## src/rtl/nes_clk_en_gen.sv

```systemverilog
// NES clock-enable generator: NUM_CH divided CE strobes plus a stretched reset.
// Define CLKGEN_PHASE_OUT_EN to expose the live channel counters on PHASE_OUT.
module nes_clk_en_gen #(
  parameter int NUM_CH = 3,
  parameter int CNT_W = 8,
  parameter logic [NUM_CH*CNT_W-1:0] DEF_DIV = {8'd6, 8'd3, 8'd2},
  parameter int RST_STRETCH = 16
) (
  input  logic                    CLK,
  input  logic                    RESET_n,
  input  logic                    ENABLE,
  input  logic [NUM_CH*CNT_W-1:0] DIV_IN,
  input  logic                    DIV_LOAD,
  output logic [NUM_CH-1:0]       CE_OUT,
  output logic                    ALIGN,
  output logic                    RESET_OUT,
`ifdef CLKGEN_PHASE_OUT_EN
  output logic                    LOCKED,
  output logic [NUM_CH*CNT_W-1:0] PHASE_OUT
`else
  output logic                    LOCKED
`endif
);

  localparam int ST_W = $clog2(RST_STRETCH + 1);
  localparam logic [ST_W-1:0] ST_LAST = ST_W'(RST_STRETCH - 1);

  logic [1:0]                   sync_q;
  logic                         run;
  logic [NUM_CH-1:0][CNT_W-1:0] div_q, div_d;
  logic [NUM_CH-1:0][CNT_W-1:0] cnt_q, cnt_d;
  logic [NUM_CH-1:0]            ce_q, ce_d;
  logic                         align_q, align_d;
  logic [ST_W-1:0]              st_q, st_d;
  logic                         rst_out_q, rst_out_d;
  logic                         locked_q, locked_d;

  // A divisor of 0 behaves as 1, so the terminal count is 0 as well.
  function automatic logic [CNT_W-1:0] last_cnt(
    input logic [CNT_W-1:0] d
  );
    return (d == '0) ? '0 : d - CNT_W'(1);
  endfunction

  always_ff @(posedge CLK or negedge RESET_n) begin
    if (!RESET_n) begin
      sync_q <= '0;
    end else begin
      sync_q <= {sync_q[0], 1'b1};
    end
  end

  assign run = sync_q[1] & ENABLE;

  always_comb begin
    div_d = div_q;
    cnt_d = cnt_q;
    ce_d  = '0;
    if (DIV_LOAD) begin
      div_d = DIV_IN;
    end
    for (int i = 0; i < NUM_CH; i++) begin
      if (DIV_LOAD) begin
        cnt_d[i] = '0;
      end else if (run) begin
        if (cnt_q[i] >= last_cnt(div_q[i])) begin
          cnt_d[i] = '0;
          ce_d[i]  = 1'b1;
        end else begin
          cnt_d[i] = cnt_q[i] + CNT_W'(1);
        end
      end
    end
    align_d = &ce_d;
  end

  // Stretch counter freezes once the downstream reset has released.
  always_comb begin
    st_d      = st_q;
    rst_out_d = rst_out_q;
    locked_d  = locked_q;
    if (sync_q[1] && !locked_q) begin
      st_d = st_q + ST_W'(1);
      if (st_q == ST_LAST) begin
        rst_out_d = 1'b0;
        locked_d  = 1'b1;
      end
    end
  end

  always_ff @(posedge CLK or negedge RESET_n) begin
    if (!RESET_n) begin
      div_q     <= DEF_DIV;
      cnt_q     <= '0;
      ce_q      <= '0;
      align_q   <= 1'b0;
      st_q      <= '0;
      rst_out_q <= 1'b1;
      locked_q  <= 1'b0;
    end else begin
      div_q     <= div_d;
      cnt_q     <= cnt_d;
      ce_q      <= ce_d;
      align_q   <= align_d;
      st_q      <= st_d;
      rst_out_q <= rst_out_d;
      locked_q  <= locked_d;
    end
  end

  assign CE_OUT    = ce_q;
  assign ALIGN     = align_q;
  assign RESET_OUT = rst_out_q;
  assign LOCKED    = locked_q;

`ifdef CLKGEN_PHASE_OUT_EN
  assign PHASE_OUT = cnt_q;
`endif

endmodule

```

## config.mk

```make
export PLATFORM = sky130hd
export DESIGN_NAME = nes_clk_en_gen
export DESIGN_NICKNAME = d
export VERILOG_FILES = /design/src/rtl/nes_clk_en_gen.sv
export SDC_FILE = /design/constraint.sdc
export NUM_CORES = 1
export LEC_CHECK = 0
export ABC_AREA = 0
export CORE_ASPECT_RATIO = 0.6
export CORE_MARGIN = 3
export CORE_UTILIZATION = 50
export CTS_BUF_LIST = sky130_fd_sc_hd__clkbuf_4 sky130_fd_sc_hd__clkbuf_8
export DETAILED_ROUTE_END_ITERATION = 16
export GPL_ROUTABILITY_DRIVEN = 0
export GPL_TIMING_DRIVEN = 0
export PLACE_DENSITY = 0.78
export SETUP_SLACK_MARGIN = 0.3
export SYNTH_ARGS = -nofsm -noshare
export SYNTH_HDL_FRONTEND = slang
export SYNTH_SLANG_ARGS = --single-unit
```

## constraint.sdc

```tcl
create_clock -name CLK -period 3.98 [get_ports CLK]
set_clock_uncertainty 0.05 [all_clocks]
set_input_delay 1.194 -clock CLK [delete_from_list [all_inputs] [get_ports CLK]]
set_output_delay 1.194 -clock CLK [all_outputs]
set_load 0.01 [all_outputs]
```

# [Word-level counts from Yosys, hierarchy flattened]
# Cells that the tools add are included.
[word_totals] out_inout_bits=6 register_bits=61
[op_classes] add_sub_neg=7 n_lt_le_gt_ge=3 bitwise=1 eq_ne=1 mux=21 reduce_logical=8
[op_table] operator="$mux 8" n=12
[op_table] operator="$add 8x1->8 const B" n=3
[op_table] operator="$ge 8x8->1" n=3
[op_table] operator="$logic_not 8->1" n=3
[op_table] operator="$sub 8x1->8 const B" n=3
[op_table] operator="$mux 1" n=9
[op_table] operator="$add 5x1->5 const B" n=1
[op_table] operator="$eq 5x4->1 const B" n=1
[op_table] operator="$reduce_and 3->1" n=1
[op_table] operator="$reduce_and 2->1" n=1
[op_table] operator="$reduce_bool 2->1" n=1
[op_table] operator="$and 1x1->1" n=1
[op_table] operator="$logic_and 1x1->1" n=1
[op_table] operator="$logic_not 1->1" n=1

# [Logic depth before layout (Yosys ltp)]
[depth] ltp_word=7 ltp_mapped=13

# [Worst setup path after synthesis]
# Ideal clock, no wire load.
[synth_timing] path_type="register to register" from="register div_q[19] (netlist bit)" to="register cnt_q[18] (netlist bit)" arrival_time_ps=2847 setup_slack_ps=1001 setup_ps=82 t_required_ps=3848 stages_incl_launch_ff=12 path_cell_list="dfrtp_1 or3_1 or3_1 or3b_4 nand2_1 ha_1 a211oi_1 o21ai_0 a21oi_1 buf_2 nand3b_1 a31oi_1"
[synth_between] elab_chain_cells=6
[synth_lines] item="start: declaration" line_no="30" source="logic [NUM_CH-1:0][CNT_W-1:0] div_q, div_d;"
[synth_lines] item="start signal: assignment" line_no="101" source="div_q <= div_d;"
[synth_lines] item="$sub 8x1->8 / $logic_not 8->1 (equally long branches)" line_no="42" source="return (d == '0) ? '0 : d - CNT_W'(1);"
[synth_lines] item="$mux 8 *" line_no="42"
[synth_lines] item="$ge 8x8->1 *" line_no="66" source="if (cnt_q[i] >= last_cnt(div_q[i])) begin"
[synth_lines] item="$mux 8 *" line_no="66"
[synth_lines] item="$mux 8 *" line_no="65" source="end else if (run) begin"
[synth_lines] item="$mux 8 *" line_no="63" source="if (DIV_LOAD) begin"
[synth_lines] item="end signal: assignment" line_no="102" source="cnt_q <= cnt_d;"
[synth_lines] item="end: declaration" line_no="31" source="logic [NUM_CH-1:0][CNT_W-1:0] cnt_q, cnt_d;"
# Every way passes the cells marked *; elsewhere a longest branch is shown, timed or not. The select of a mux whose other input is x is not followed.
# A chain may end at the register's enable or synchronous reset.

# [Final worst setup path]
[layout_timing] from="register div_q[19] (netlist bit)" to="register cnt_q[21] (netlist bit)"
# The elaborated chain is that of the path after synthesis.

==> metrics <==
Slew headroom=between 40% and 50%; worst setup path end=cnt_q[21]; Critical Path Fanout Max=10; crit start category=register; flop2flop setup slack=0.62 ns; drt pass-1 iters=4; CTS tree=done; die height=around 72 µm; Syn Std Cell Area=~0.0037 mm²; number of synthesized flops with an enable pin=0; RSZ-0062 raised after global routing=false; Avg Cell Area, Syn=between 9 and 10 µm²; root buffer cell=clkbuf_8; Synthesis Warnings=0; vias in the first global route=between 2000 and 3000; Port-buffer cells=32; Clock Tree Buf Depth=2; WHS Path Cells=0; CTS Buf Count=9; final hold violations=0; Slew @ Worst Pin=about 0.76 ns; dpl hpwl=~6.1 mm; Ports=34; Peak VDD IR=~0.28 mV; share of cells above drive strength 1=11.74%; fin crit share=between 80% and 90%; DR vias/cell=5.806; Nets=around 500; GRT Residual Overflow=0; clk slew on worst S/H paths=around 0.070 ns; Slew Limit Fails=0; min Tclk post-route=3.364 ns; DR vias=3077; DR iter-0 viols=193; Synth top area share=about 38%; pin count of the biggest net entering global routing=42; pre-CTS setup slack=0.6374 ns; core area=approximately 0.0069 mm²; Max-Cap Viols=0; R2R depth=11; status=completed; worst hold path type=reg -> reg; Critical Path RT=around 4.2 ns; commonest cells after routing, fill and taps aside=61 x nand2_1, 55 x dfrtp_1, 32 x ha_1; Mapped Nets=between 400 and 500; kind of critical path=reg -> reg; leakage=1.822 nW; Synth async-reset ratio=100.0%; H-tree depth=3; GRT Total Usage=about 21%; Die W=~120 µm; total wire length=between 8 and 9 mm; Post-DP Area=about 0.0041 mm²; wire length per cell=15.88 µm; Worst EP arrival=approximately 3.6 ns; worst-skew pair later-pin latency=roughly 0.36 ns; Worst Slack Setup Final=roughly 0.6 ns; initial core utilization=around 53%; Post-Synthesis Cells=roughly 390; Layout fillers=approximately 560; Cell Pwr Density=slightly below 400 mW/mm²; crit path launch=div_q[19]; Ant. Diodes=0; Clock Sinks=slightly above 60; Setup crit end kind=register; Reg2Reg Capture Point=cnt_q[21]; final core occ=between 60% and 70%; post-synthesis sequential area ratio=about two fifths; area added between synthesis and finish=19.21%; DRT antenna net count=0; die area=about 0.0084 mm²; worst reg2reg startpoint=div_q[19]; commonest non-fill, non-tap cell in the layout=nand2_1; Yosys cell types=37; initial antenna violation count=0; top cell type by total area after synthesis=dfrtp_1; ys flop type=dfrtp_1; Highest Clock Rate=about 0.30 GHz; hold_buf cts=0; Synth area leaders=dfrtp_1 38%, ha_1 11%, nand2_1 6.3%; DRC violations left=0; first-pass GRT wire length=~14 mm; post-route cell area=around 0.0044 mm²; setup violators final=0; post-synthesis sequential element count=61; num rows=23
## registers in the layout, summed over array words and instances, names as in the netlist
| name | flops |
|---|---|
| cnt_q | 24 |
| div_q | 24 |
| st_q | 5 |
| CE_OUT | 3 |
| sync_q | 2 |
| ALIGN | 1 |
| LOCKED | 1 |
| RESET_OUT | 1 |
## logic make-up after synthesis
group | Yosys count | synth area share, %
mux | 23 | 6.972
buf+inv | 27 | 2.837
simple gates | 173 | 24.16
compound gates | 63 | 9.980
fa+ha+maj | 32 | 10.94
flops | 61 | 41.90
other cells | 1 | 0.1024
xor+xnor | 13 | 3.110
## report_power, final
group | leakage [nW] | total (mW) | internal, mW | switching, mW
clock | 0.119 | 0.697 | 0.432 | 0.265
combinational | 0.933 | 0.294 | 0.149 | 0.144
sequential | 0.770 | 0.738 | 0.684 | 0.0537
total | 1.82 | 1.73 | 1.27 | 0.463
## critical path: stages, from the launching register on
cell	delay [ns]
dfrtp_1	0.41
or3_1	0.39
or3_1	0.33
or3b_4	0.44
nand2_1	0.08
ha_1	0.23
a211oi_1	0.21
o21ai_0	0.15
a21oi_1	0.38
buf_2	0.30
nand3b_1	0.11
a31oi_1	0.19
## routing by layer
layer,routed length [µm],global-route usage [%]
met1,3927,30.31
met2,3764,32.13
met3,574,5.417
met4,149,7.722
met5,0,0
## through the flow
step	cells	TNS [ns]	hold slack, ns	power [mW]
finish	530	0	0.3200	1.729
global placement	512	-16.19	0.2839	1.023
CTS	529	0	0.3250	1.742
detailed placement	513	0	0.3090	1.041
global route	530	0	0.3248	1.814
floorplan	393	0	0.2812	0.9338
## timing repair
| item | CTS | global route |
|---|---|---|
| endpoints found under the setup margin | 0 | 7 |
| resized for setup | 0 | 1 |
| setup buffers | 0 | 1 |
## area by class of cell
cell class	instances	area, µm²	area share (%)
Multi-Input combinational cell	305	2027	46.44
Sequential cell	61	1534	35.15
Timing Repair Buffer	34	342.8	7.856
Clock buffer	10	137.6	3.154
Clock inverter	6	110.1	2.523
Tap cell	87	108.9	2.494
Buffer	16	62.56	1.433
Inverter	11	41.29	0.9461
## worst min-delay path by stage
stage               startpoint         to  slack, ns
finish               sync_q[0]  sync_q[1]       0.32
global route         sync_q[0]  sync_q[1]       0.32
CTS                  sync_q[0]  sync_q[1]       0.33
detailed placement   sync_q[0]  sync_q[1]       0.31
global placement     sync_q[0]  sync_q[1]       0.28
floorplan            sync_q[0]  sync_q[1]       0.28
## cell usage after synthesis, drive strengths merged (7+ instances only)
master	number
nand3	18
nor2b	11
inv	11
nor3	19
ha	32
mux2	20
a21oi	21
clkbuf	14
xor2	8
a31oi	13
nand3b	7
dfrtp	55
nand4	10
nand2	61
o21ai	16
nor2	15
nand4b	7
(Power assumes the default switching activity.)
==> RTL edit, RTL diff (same flow settings) <==
Set the parameter `RST_STRETCH` to 8 (it was 16).
--- a/src/rtl/nes_clk_en_gen.sv
+++ b/src/rtl/nes_clk_en_gen.sv
@@ -4,7 +4,7 @@
   parameter int NUM_CH = 3,
   parameter int CNT_W = 8,
   parameter logic [NUM_CH*CNT_W-1:0] DEF_DIV = {8'd6, 8'd3, 8'd2},
-  parameter int RST_STRETCH = 16
+  parameter int RST_STRETCH = 8
 ) (
   input  logic                    CLK,
   input  logic                    RESET_n,
Check against the original RTL: same outputs for any inputs over 10 cycles, from zero or initial values and one cycle with RESET_n low; that may be too few to reach the edited logic, so the function may still have changed.
==> RTL edit against the original RTL <==
- combinational power down 8.2%
- global-route usage up 0.13 points
- total power down 13%
- synthesized cell count down 5.6%
- routed wire length down 3.0%
- sequential cell count down 1
- cell count down 4.2%
- non-clock buffer count down 6
- design area down 3.7%
- synthesized area down 2.4%
- first-iteration DRC count up 3.6%
- setup slack worse by 37 ps
- largest cell class unchanged
==> RTL edit: results (changes against the original RTL) <==
| Metric | Value |
|---|---|
| Routed met3 length | `496 µm (was 574 µm)` |
| Vias after detailed routing | `2,953 (was 3,077)` |
| Total global routing track utilization | `21.6% (was 21.5%)` |
| Post-Synth Adder-Cell Area | `10.9% (about the same)` |
| Die outline width | `115 µm (was 116 µm)` |
| Relative area of non-clock buffer cells in the final design | `9.05% (was 9.29%)` |
| Number of register bits inferred by synthesis | `60 (was 61)` |
| Wire length on met1 | `3.93 mm (about the same)` |
| Buffer count excluding the clock tree in the final layout | `44 (was 50)` |
| Layout cells sized above 1 | `11.2% (was 11.7%)` |
| Worst slew margin relative to its limit | `50.9% (was 49.0%)` |
| Final Net Count | `475 (was 498)` |
| Clock network share of area | `4.23% (was 5.68%)` |
| Met3 global-route usage | `5.99% (was 5.42%)` |
| Gate count after technology mapping | `371 (was 393)` |
| Top Registers | `cnt_q (24), div_q (24), st_q (4) (was cnt_q (24), div_q (24), st_q (5))` |
| Clock buf count | `14 (was 10)` |
| Leakage power figure | `1.87 nW (was 1.82 nW)` |
| Dominant delay contributor by cell family on the critical path | `compound AO/OA/AOI/OAI gates (was simple AND/OR/NAND/NOR gates)` |
| Number of nets in the synthesized netlist | `430 (was 453)` |
| Result of the run | `complete, no violations (unchanged)` |
| Placed inst area | `0.00402 mm² (was 0.00411 mm²)` |
| Minimum setup slack after placement | `619 ps (was 637 ps)` |
| Synth cell types | `47 (was 37)` |
| CP max-delay cell | `sky130_fd_sc_hd__or3_1 (was sky130_fd_sc_hd__or3b_4)` |
| Met1 routing resource usage after global routing | `30.2% (was 30.3%)` |
| Routed length on met2 | `3.62 mm (was 3.76 mm)` |
| Wire length of the first global-routing pass | `13.8 mm (was 14.0 mm)` |
| Detailed placer's ending HPWL | `6.03 mm (was 6.06 mm)` |
| Critical register-to-register path startpoint | `div_q[0] (was div_q[19])` |
| Compound-gate portion of the synthesized area | `12.0% (was 9.98%)` |
| Post-synthesis sequential area ratio | `42.2% (was 41.9%)` |
| Met2 usage | `32.4% (was 32.1%)` |
| Worst-path fanout max | `6 (was 10)` |
-- RTL edit: cell count changes in the layout (fill, tap and decap cells not counted), sizes merged, moves of 4 or more --
cell,before,now
nand2,61,46
o21ai,16,27
nand4,10,1
a31oi,13,5
a21oi,21,14
nand2b,3,10
nand4b,7,0
nand3,18,13
nor3,19,15
-- RTL edit: stage by stage --
| step | TNS, ps | util (%) | hold slack, ps |
|---|---|---|---|
| 5_1_grt | 0 | 61.9 | 320 |
| 3_5_place_dp | 0 | 59.2 | 286 |
| 3_3_place_gp | -13010 | 59.0 | 283 |
| 2_1_floorplan | 0 | - | 281 |
| 6_report | 0 | 61.9 | 296 |
| 4_1_cts | 0 | 61.8 | 300 |
-- RTL edit: power by group through the flow --
stage / Sequential [mW] / Combinational (mW) / Clock, mW
finish: 0.722 / 0.270 / 0.507
global route: 0.731 / 0.307 / 0.545
detailed placement: 0.731 / 0.270 / 0
floorplan: 0.720 / 0.176 / 0
CTS: 0.721 / 0.272 / 0.520
global placement: 0.728 / 0.255 / 0
